## src/rtl/glyph_pkg.sv

```systemverilog
// Shared types and constants for the score glyph renderer.
// Contents: glyph geometry, transparent key colour, conversion FSM states,
//           BCD digit type and the score clamp helper.
package glyph_pkg;

  localparam int          GLYPH_W   = 32;
  localparam int          GLYPH_H   = 32;
  localparam logic [23:0] KEY_COLOR = 24'hFFFFFF;
  localparam logic [19:0] SCORE_MAX = 20'd999999;
  // One double-dabble iteration per input bit.
  localparam int          DD_ITERS  = 20;

  typedef enum logic [1:0] {
    IDLE,
    SHIFT,
    HOLD
  } conv_state_t;

  typedef logic [3:0] bcd_t;

  function automatic logic [19:0] clamp_score(input logic [19:0] v);
    return (v > SCORE_MAX) ? SCORE_MAX : v;
  endfunction

endpackage

```

## src/rtl/bin2bcd_seq.sv

```systemverilog
// Sequential double-dabble converter, one iteration per clock.
// Ports: i_start loads i_bin and clears the digits; o_done is high during the
//        final iteration cycle; o_bcd holds the digits (index 0 = least significant).
module bin2bcd_seq
  import glyph_pkg::*;
#(
  parameter int NUM_DIGITS = 6
) (
  input  logic                         i_clk,
  input  logic                         i_reset,
  input  logic                         i_start,
  input  logic [19:0]                  i_bin,
  output logic                         o_done,
  output bcd_t [NUM_DIGITS-1:0]        o_bcd
);

  localparam int BW = NUM_DIGITS * 4;

  logic [19:0]   r_bin;
  logic [BW-1:0] r_bcd;
  logic [4:0]    r_cnt;
  logic          r_run;
  logic [BW-1:0] w_adj;

  // Add-3 correction on every digit >= 5 before each shift.
  always_comb begin
    w_adj = r_bcd;
    for (int d = 0; d < NUM_DIGITS; d++) begin
      if (r_bcd[4*d +: 4] > 4'd4) begin
        w_adj[4*d +: 4] = r_bcd[4*d +: 4] + 4'd3;
      end
    end
  end

  assign o_done = r_run && (r_cnt == 5'(DD_ITERS - 1));
  assign o_bcd  = r_bcd;

  always_ff @(posedge i_clk) begin
    if (i_reset) begin
      r_bin <= '0;
      r_bcd <= '0;
      r_cnt <= '0;
      r_run <= 1'b0;
    end else if (i_start) begin
      r_bin <= i_bin;
      r_bcd <= '0;
      r_cnt <= '0;
      r_run <= 1'b1;
    end else if (r_run) begin
      {r_bcd, r_bin} <= {w_adj, r_bin} << 1;
      r_cnt          <= r_cnt + 5'd1;
      if (o_done) begin
        r_run <= 1'b0;
      end
    end
  end

endmodule

```

## src/rtl/score_glyph_ctrl.sv

```systemverilog
// Score overlay: converts a binary score to BCD and renders it as glyphs.
// Ports: score_in/score_load/frame_start control conversion and commit;
//        DrawX/DrawY -> rom_addr/glyph_sel (+1 cycle) -> rom_data -> pixel_on/pixel_rgb (+3 cycles).
module score_glyph_ctrl
  import glyph_pkg::*;
#(
  parameter int NUM_DIGITS = 6,
  parameter int ORIGIN_X   = 10,
  parameter int ORIGIN_Y   = 10
) (
  input  logic        Clk,
  input  logic        Reset,
  input  logic [19:0] score_in,
  input  logic        score_load,
  input  logic        frame_start,
  input  logic [9:0]  DrawX,
  input  logic [9:0]  DrawY,
  input  logic [23:0] rom_data,
  output logic [3:0]  glyph_sel,
  output logic [9:0]  rom_addr,
  output logic        busy,
  output logic        pixel_on,
  output logic [23:0] pixel_rgb
);

  localparam logic [10:0] X_LO = 11'(ORIGIN_X);
  localparam logic [10:0] X_HI = 11'(ORIGIN_X + NUM_DIGITS * GLYPH_W);
  localparam logic [10:0] Y_LO = 11'(ORIGIN_Y);
  localparam logic [10:0] Y_HI = 11'(ORIGIN_Y + GLYPH_H);

  conv_state_t           r_state;
  logic                  r_busy;
  logic                  r_pend_vld;
  logic [19:0]           r_pend_val;
  bcd_t [NUM_DIGITS-1:0] r_disp;

  logic                  w_start;
  logic                  w_done;
  logic [19:0]           w_operand;
  bcd_t [NUM_DIGITS-1:0] w_work;

  // A fresh load in IDLE supersedes anything pending.
  assign w_start   = (r_state == IDLE) && (score_load || r_pend_vld);
  assign w_operand = clamp_score(score_load ? score_in : r_pend_val);

  bin2bcd_seq #(.NUM_DIGITS(NUM_DIGITS)) u_bin2bcd (
    .i_clk   (Clk),
    .i_reset (Reset),
    .i_start (w_start),
    .i_bin   (w_operand),
    .o_done  (w_done),
    .o_bcd   (w_work)
  );

  always_ff @(posedge Clk) begin
    if (Reset) begin
      r_state    <= IDLE;
      r_busy     <= 1'b0;
      r_pend_vld <= 1'b0;
      r_pend_val <= '0;
      r_disp     <= '0;
    end else begin
      case (r_state)
        IDLE: begin
          if (w_start) begin
            r_state    <= SHIFT;
            r_busy     <= 1'b1;
            r_pend_vld <= 1'b0;
          end
        end
        SHIFT: begin
          if (score_load) begin
            r_pend_vld <= 1'b1;
            r_pend_val <= score_in;
          end
          if (w_done) begin
            r_state <= HOLD;
            r_busy  <= 1'b0;
          end
        end
        HOLD: begin
          if (score_load) begin
            r_pend_vld <= 1'b1;
            r_pend_val <= score_in;
          end
          // Digits only reach the screen at vertical blank to avoid tearing.
          if (frame_start) begin
            r_disp  <= w_work;
            r_state <= IDLE;
          end
        end
        default: r_state <= IDLE;
      endcase
    end
  end

  assign busy = r_busy;

  // ---------------- pixel pipeline ----------------
  logic [9:0] w_dx;
  logic [4:0] w_row;
  logic [4:0] w_slot;
  logic       w_in_box;
  bcd_t       w_digit;
  logic       w_blank;
  logic       w_lead;
  logic       w_pix_on;

  logic        r_in_box1, r_blank1, r_in_box2, r_blank2;
  logic [3:0]  r_glyph_sel;
  logic [9:0]  r_rom_addr;
  logic        r_pixel_on;
  logic [23:0] r_pixel_rgb;

  assign w_dx     = DrawX - X_LO[9:0];
  assign w_row    = DrawY[4:0] - Y_LO[4:0];
  assign w_slot   = w_dx[9:5];
  assign w_in_box = ({1'b0, DrawX} >= X_LO) && ({1'b0, DrawX} < X_HI) &&
                    ({1'b0, DrawY} >= Y_LO) && ({1'b0, DrawY} < Y_HI);

  // Slot 0 is the most significant digit. w_lead stays high while every slot
  // from the left up to the current one is zero; the last slot always shows.
  always_comb begin
    w_digit = '0;
    w_blank = 1'b0;
    w_lead  = 1'b1;
    for (int s = 0; s < NUM_DIGITS; s++) begin
      w_lead = w_lead && (r_disp[NUM_DIGITS-1-s] == 4'd0);
      if (w_slot == 5'(s)) begin
        w_digit = r_disp[NUM_DIGITS-1-s];
        w_blank = w_lead && (s != NUM_DIGITS - 1);
      end
    end
  end

  assign w_pix_on = r_in_box2 && !r_blank2 && (rom_data != KEY_COLOR);

  always_ff @(posedge Clk) begin
    if (Reset) begin
      r_in_box1   <= 1'b0;
      r_blank1    <= 1'b0;
      r_in_box2   <= 1'b0;
      r_blank2    <= 1'b0;
      r_glyph_sel <= '0;
      r_rom_addr  <= '0;
      r_pixel_on  <= 1'b0;
      r_pixel_rgb <= '0;
    end else begin
      r_in_box1   <= w_in_box;
      r_blank1    <= w_in_box && w_blank;
      r_glyph_sel <= w_in_box ? w_digit : 4'd0;
      r_rom_addr  <= w_in_box ? {w_row, w_dx[4:0]} : 10'd0;
      // Stage 2 lines up with the ROM read latency.
      r_in_box2   <= r_in_box1;
      r_blank2    <= r_blank1;
      r_pixel_on  <= w_pix_on;
      r_pixel_rgb <= w_pix_on ? rom_data : 24'h000000;
    end
  end

  assign glyph_sel = r_glyph_sel;
  assign rom_addr  = r_rom_addr;
  assign pixel_on  = r_pixel_on;
  assign pixel_rgb = r_pixel_rgb;

endmodule

```

## config.mk

```make
export PLATFORM = sky130hd
export DESIGN_NAME = score_glyph_ctrl
export DESIGN_NICKNAME = d
export VERILOG_FILES = /design/src/rtl/glyph_pkg.sv /design/src/rtl/bin2bcd_seq.sv /design/src/rtl/score_glyph_ctrl.sv
export SDC_FILE = /design/constraint.sdc
export NUM_CORES = 1
export LEC_CHECK = 0
export CAP_MARGIN = 25
export CORE_ASPECT_RATIO = 0.8
export CORE_UTILIZATION = 40
export CTS_BUF_LIST = sky130_fd_sc_hd__clkbuf_4 sky130_fd_sc_hd__clkbuf_8
export DETAILED_ROUTE_END_ITERATION = 16
export MAX_ROUTING_LAYER = met4
export PLACE_DENSITY = 0.65
export SLEW_MARGIN = 20
export SYNTH_ARGS = -nofsm -noshare
export SYNTH_HDL_FRONTEND = slang
export SYNTH_HIERARCHICAL = 1
export SYNTH_SLANG_ARGS = --single-unit
```

## constraint.sdc

```tcl
create_clock -name Clk -period 2.3 [get_ports Clk]
set_input_delay 0.575 -clock Clk [delete_from_list [all_inputs] [get_ports Clk]]
set_output_delay 0.575 -clock Clk [all_outputs]
set_load 0.005 [all_outputs]
```

==> run_results.csv, run 1 <==
group,metric,value,unit
outcome,status,"finished, final reports clean",
layout,final_cell_mix,"dfxtp_1, nand2_1, clkdlybuf4s50_1, nor2_1, buf_4",
critical_path,r2r_end,"u_bin2bcd/o_bcd[21]",
layout,fillCellCount,1481,
timing,finalSetupViolCount,0,
layout,final_common_cell,"dfxtp_1",
critical_path,cp-end-kind,"flip-flop",
power,power.internal,0.00449,W
power,powerDensity,761,nW/um^2
critical_path,rr_worst_depth,6,
yosys,yosys-top-cells-area,"dfxtp_1, nand2_1, mux2i_1",
detailed_routing,drt-initial-drc-count,291,
yosys,async_reset_ff_frac,0,
clock_network,cts.path.max_buffers,2,
layout,fin_area,8730,um^2
timing,rsz0062_at_grt,"no",
yosys,yosysUniqueCellTypes,61,
yosys,yosys_register_bits,141,
timing,relSlewSlack,0.672,
yosys,synth_edf_count,0,
critical_path,cp_top_family,"compound AO/OA/AOI/OAI gates",
global_routing,first_global_vias,5421,
critical_path,slowest_stage,"clkdlybuf4s50_1",
timing,hold_violations,0,
timing,slew_viol_final,0,
timing,fin_crit_sh,0.933,
floorplanning,ios,108,
detailed_routing,route.detailed.drc,0,
floorplanning,die_y,117,um
yosys,syn-instance-count,779,
power,p_comb_frac,0.282,
critical_path,reg2reg_slack,400,ps
placement,io_buffers,107,
critical_path,cp_slowest_stage_delay,540,ps
yosys,yosysSeqAreaShare,0.426,
clock_network,cts_sinks,141,
yosys,synth-main-ff-cell,"dfxtp_1",
power,vdd_drop_max,0.000459,V
layout,instances_no_fill,1151,
global_routing,grt_pass1_wl,25.8,mm
clock_network,htree_num_levels,4,
timing,finClkSkew,15.3,ps
detailed_routing,firstDrtPassIters,5,
flow_run,drv_cap,0,
yosys,yosysTopAreaCellShare,0.426,
critical_path,cp.depth,8,
global_routing,antenna_found_initial,0,
yosys,synth_area,6630,um^2
detailed_routing,drt-wirelength-per-cell,13.6,um
detailed_routing,avgViaCountPerCell,5.06,
power,p_clk_frac,0.295,
timing,finalSetupTns,0,ps
global_routing,grt_max_degree,55,
clock_network,clk_pin_slew,80,ps
power,swShare,0.324,
global_routing,overflow,0,
yosys,avgSynthCellArea,8.51,um^2
clock_network,clk-insertion-delay-late,440,ps
timing,worst_pin_slew,490,ps
critical_path,cp.required,2640,ps
yosys,synth_top_area_cell,"dfxtp_1",
detailed_routing,via_count,5828,
global_routing,grt_usage,0.190,
critical_path,crit_chain,"clkdlybuf4s50_1 -> buf_4 -> nand4bb_4 -> a2111oi_4 -> a311oi_2 -> nor3_2 -> nand2_1 -> a311oi_1",
layout,final_nets,1011,
critical_path,arrival,2480,ps
placement,dp_cells,1117,
layout,antenna_cells,0,
critical_path,r2r_start,"r_state[0]",
layout,areaGrowthSynthToFinish,31.7,%
clock_network,cts_root_buf,"clkbuf_8",
detailed_routing,drt-total-wl,15.7,mm
min_path,hold_path_class,"flip-flop to flip-flop",
placement,place_congestion,0.896,
critical_path,startpoint,"DrawX[3]",
yosys,synth_nets,867,
power,switchingPower,0.00215,W
detailed_routing,ant_nets,0,
placement,post_dp_cell_area,8240,um^2
critical_path,endpoint,"glyph_sel[1]",
power,p_leak,3.28,nW
clock_network,cts-buffers-inserted,17,
floorplanning,die-area,17100,um^2
critical_path,timing.critical_path.buf_inv,2,
floorplanning,coreArea,16000,um^2
critical_path,path_max_fanout,4,
floorplanning,die_w,146,um
clock_network,tritoncts,"built",
critical_path,timing.setup.critical_path_class,"input port to flip-flop",
layout,drive_above_1_share,0.153,
floorplanning,start_util,0.414,
placement,hpwlAfterDp,11.2,mm
power,p_seq_frac,0.423,
timing,max_freq,0.466,GHz
clock_network,ctsHoldBuffers,0,
yosys,yosysWarnings,6,
critical_path,critPathLaunchType,"input port",
timing,min_period,2150,ps
floorplanning,rows,41,
==> Yosys cell counts, drive strengths merged (2+ instances only) <==
cell type / number
or3: 6
and2: 30
nand4bb: 2
o311ai: 6
a311oi: 5
a21oi: 55
nor4: 8
nand3: 18
nand4: 8
nor2b: 17
xor2: 5
mux2i: 40
nor2: 65
or4: 15
a31oi: 6
buf: 17
o211ai: 6
ha: 20
a22oi: 2
o2111ai: 12
a211oi: 8
nand2: 134
dfxtp: 141
clkbuf: 26
and3: 10
mux2: 19
inv: 32
nor3: 9
xnor2: 3
nand2b: 4
o21ai: 34
==> metrics by stage <==
stage | worst slack, ps | utilization | hold slack [ps] | power (W)
6_report | 154 | 0.545 | 454 | 0.00664
4_1_cts | 27.0 | 0.540 | 452 | 0.00669
5_1_grt | 47.8 | 0.545 | 475 | 0.00705
2_1_floorplan | 14.7 | - | 414 | 0.00409
3_5_place_dp | -486 | 0.515 | 429 | 0.00470
3_3_place_gp | -419 | 0.515 | 424 | 0.00466
==> repair_timing <==
action | in CTS | in global routing
hold endpoints to repair | 0 | 0
pin swaps | 2 | 8
resized for setup | 4 | 13
cloned | 0 | 1
buffers inserted | 0 | 1
setup endpoints to repair | 2 | 5
==> registers in the layout (all words and copies together), names as in the netlist <==
signal / flops
busy: 1
glyph_sel: 4
pixel_on: 1
pixel_rgb: 24
r_blank1: 1
r_blank2: 1
r_disp: 24
r_in_box1: 1
r_in_box2: 1
r_pend_val: 20
r_pend_vld: 1
r_state: 2
rom_addr: 10
u_bin2bcd/o_bcd: 24
u_bin2bcd/r_bin: 20
u_bin2bcd/r_cnt: 5
u_bin2bcd/r_run: 1
==> area by class of cell <==
class,instances,area (um^2),area share
multi-input combinational,564,3570,0.409
sequential,141,2820,0.324
timing repair buffer,167,1560,0.178
clock buffer,21,283,0.0324
tap,215,269,0.0308
inverter,32,120,0.0138
clock inverter,11,109,0.0125
==> metal layers <==
layer | vias to the layer above | track usage | wire, um
li1 | 3010 | - | -
met1 | 2710 | 0.244 | 7760
met2 | 102 | 0.308 | 7380
met3 | 6 | 0.0368 | 510
met4 | 0 | 0.0470 | 53
met5 | - | - | 0
==> cell families (layout without fill, tap and decap cells) <==
family	Yosys count	after routing	synth area share
compound gates	144	145	0.139
xor+xnor	8	8	0.0106
fa+ha+maj	20	20	0.0378
buf+inv	75	231	0.0491
flops	141	141	0.426
mux	59	59	0.0927
simple gates	332	332	0.245
==> power groups by stage <==
stage,clock network (W),registers [W],logic [W]
6_report,0.00196,0.00281,0.00187
5_1_grt,0.00212,0.00284,0.00209
4_1_cts,0.00202,0.00281,0.00186
3_5_place_dp,0,0.00286,0.00184
3_3_place_gp,0,0.00286,0.00180
2_1_floorplan,0,0.00282,0.00127
==> worst min-delay path by stage <==
stage | from | end | slack [ps] | cells after the start
floorplan | r_blank1 | r_blank2 | 410 | 1
global placement | r_in_box1 | r_in_box2 | 420 | 1
detailed placement | r_in_box1 | r_in_box2 | 430 | 1
CTS | r_in_box1 | r_in_box2 | 450 | 1
global route | r_in_box1 | r_in_box2 | 470 | 1
finish | r_in_box1 | r_in_box2 | 450 | 1
Power figures use the tool's default switching activity.
==> run 2, diff against run 1 <==
--- a/config.mk
+++ b/config.mk
@@ -10,6 +10,7 @@
 export CORE_UTILIZATION = 40
 export CTS_BUF_LIST = sky130_fd_sc_hd__clkbuf_4 sky130_fd_sc_hd__clkbuf_8
 export DETAILED_ROUTE_END_ITERATION = 16
+export GPL_ROUTABILITY_DRIVEN = 1
 export MAX_ROUTING_LAYER = met4
 export PLACE_DENSITY = 0.65
 export SLEW_MARGIN = 20
==> constraint.sdc (replaced) <==
create_clock -name Clk -period 2.3 [get_ports Clk]
set_input_delay 0.46 -clock Clk [delete_from_list [all_inputs] [get_ports Clk]]
set_output_delay 0.46 -clock Clk [all_outputs]
set_load 0.005 [all_outputs]
==> run 2 against run 1 <==
Final cell count fell by 1.0%. Non-clock buffer count fell by 9. Worst setup slack got worse by 77 ps. Largest cell class unchanged. Critical path type unchanged. First-iteration DRC count rose by 14%. Global-route usage fell by 0.51 points. Largest power group unchanged. Sequential share of layout area rose by 0.39 points. Worst hold slack got worse by 170 ps. Highest routed layer unchanged. Design area fell by 1.2%. Critical endpoint unchanged. Core utilization fell by 0.65 points. Via count fell by 1.2%.
==> run_results.csv, run 2 (synthesis gave the netlist of run 1 again) <==
group,metric,value,unit
power,powerDensity,761,nW/um^2
critical_path,rr_worst_depth,6,
critical_path,crit_chain,"clkdlybuf4s50_1 -> inv_1 -> ha_2 -> nand4bb_4 -> a2111oi_4 -> a311oi_1 -> nor3_2 -> nand2_1 -> a311oi_1",
clock_network,clk_pin_slew,70,ps
detailed_routing,route.detailed.drc,0,
placement,pre_cts_slack,-416,ps
power,p_seq_frac,0.428,
critical_path,cp-end-kind,"flip-flop",
timing,finalSetupViolCount,0,
placement,io_buffers,107,
min_path,hold_path_class,"input port to flip-flop",
power,vdd_drop_max,0.000392,V
layout,instances_no_fill,1139,
clock_network,ctsHoldBuffers,0,
timing,finClkSkew,19.6,ps
critical_path,cp_slowest_stage_delay,470,ps
layout,final_cell_mix,"dfxtp_1, nand2_1, clkdlybuf4s50_1, nor2_1, a21oi_1",
layout,final_common_cell,"dfxtp_1",
critical_path,cp.required,2630,ps
min_path,whs_path_depth,2,
clock_network,tritoncts,"built",
placement,place_congestion,0.843,
detailed_routing,drt-wirelength-per-cell,13.4,um
timing,min_period,2220,ps
critical_path,arrival,2550,ps
critical_path,slowest_stage,"clkdlybuf4s50_1",
power,swShare,0.312,
floorplanning,coreArea,16000,um^2
clock_network,cts_root_buf,"clkbuf_8",
detailed_routing,drt-initial-drc-count,332,
floorplanning,die-area,17100,um^2
critical_path,timing.setup.critical_path_class,"input port to flip-flop",
floorplanning,rows,41,
global_routing,grt_usage,0.185,
placement,dp_cells,1109,
flow_run,drv_cap,0,
global_routing,antenna_found_initial,0,
critical_path,critPathLaunchType,"input port",
floorplanning,die_w,146,um
clock_network,cts_sinks,141,
layout,fillCellCount,1518,
floorplanning,start_util,0.414,
placement,hpwlAfterDp,11.1,mm
clock_network,cts.path.max_buffers,2,
critical_path,path_common_cell,"a311oi_1",
clock_network,cts-buffers-inserted,17,
detailed_routing,drt-total-wl,15.3,mm
detailed_routing,firstDrtPassIters,5,
detailed_routing,ant_nets,0,
timing,relSlewSlack,0.646,
layout,areaGrowthSynthToFinish,30.1,%
global_routing,grt_max_degree,53,
layout,final_nets,1001,
critical_path,path_max_fanout,4,
global_routing,overflow,0,
timing,slew_viol_final,0,
global_routing,first_global_vias,5211,
power,p_clk_frac,0.295,
power,switchingPower,0.00205,W
timing,max_freq,0.450,GHz
detailed_routing,avgViaCountPerCell,5.05,
clock_network,htree_num_levels,4,
timing,fin_ws,77.5,ps
timing,worst_pin_slew,531,ps
clock_network,clk-insertion-delay-late,440,ps
floorplanning,die_y,117,um
power,p_comb_frac,0.277,
timing,hold_violations,0,
floorplanning,ios,108,
timing,fin_crit_sh,0.966,
power,power.internal,0.00451,W
outcome,status,"finished, final reports clean",
layout,drive_above_1_share,0.135,
layout,antenna_cells,0,
global_routing,grt_pass1_wl,24.8,mm
power,p_leak,3.24,nW
detailed_routing,via_count,5756,
-- run 2: changes by cell type in the layout (fill, tap and decap cells not counted), sizes merged --
cell and change:
buf -9, bufinv +1, clkbuf -2, clkdlybuf4s50 +1, clkinv +4, clkinvlp -3
dlygate4sd2 -1, inv -2, o21ai -1
-- run 2: cell type report --
cell class	count	area, um^2	area share
multi-input cells	563	3530	0.409
flip-flops and latches	141	2820	0.327
repair buffers	158	1500	0.174
well taps	215	269	0.0312
clock buffers	19	262	0.0303
inverters	32	120	0.0139
clock inverters	11	119	0.0138
-- run 2: final timing paths --
path	slack, ps	start	end
max	80	DrawX[2]	glyph_sel[1]
min	290	DrawX[1]	rom_addr[1]
max reg2reg	400	r_state[0]	u_bin2bcd/o_bcd[13]
min reg2reg	440	r_in_box1	r_in_box2
-- run 2: power by group through the flow --
| stage | sequential [W] | combinational [W] | clock [W] |
|---|---|---|---|
| 2_1_floorplan | 0.00282 | 0.00127 | 0 |
| 3_3_place_gp | 0.00286 | 0.00179 | 0 |
| 3_5_place_dp | 0.00286 | 0.00180 | 0 |
| 4_1_cts | 0.00281 | 0.00182 | 0.00199 |
| 5_1_grt | 0.00284 | 0.00203 | 0.00210 |
| 6_report | 0.00281 | 0.00182 | 0.00193 |
-- run 2: routing by layer --
| layer | share of wire | vias to the layer above | wire length (um) | GRT usage |
|---|---|---|---|---|
| li1 | - | 2993 | - | - |
| met1 | 0.50 | 2659 | 7580 | 0.235 |
| met2 | 0.46 | 97 | 7080 | 0.298 |
| met3 | 0.034 | 7 | 521 | 0.0380 |
| met4 | 0.0064 | 0 | 98 | 0.0526 |
| met5 | 0 | - | 0 | - |
-- run 2: stage by stage --
stage	hold slack [ps]	util	total power [W]	area (um^2)	TNS [ps]
2_1_floorplan	414	-	0.00409	6630	0
4_1_cts	440	0.536	0.00662	8570	0
6_report	285	0.539	0.00656	8620	0
3_5_place_dp	422	0.512	0.00467	8190	-9280
3_3_place_gp	418	0.512	0.00464	8190	-8570
5_1_grt	284	0.539	0.00698	8620	-9.83
-- run 2: timing repair --
action / in CTS / in global routing
buffers inserted: 0 / 0
gates resized for setup: 0 / 8
setup endpoints to repair: 0 / 4
-- run 2: critical path, delay by kind of cell --
family	cells	cell delay [ps]
and+or+nand+nor	3	650
adders and majority gates	1	200
buffers and inverters	2	530
AOI/OAI and AO/OA	3	710
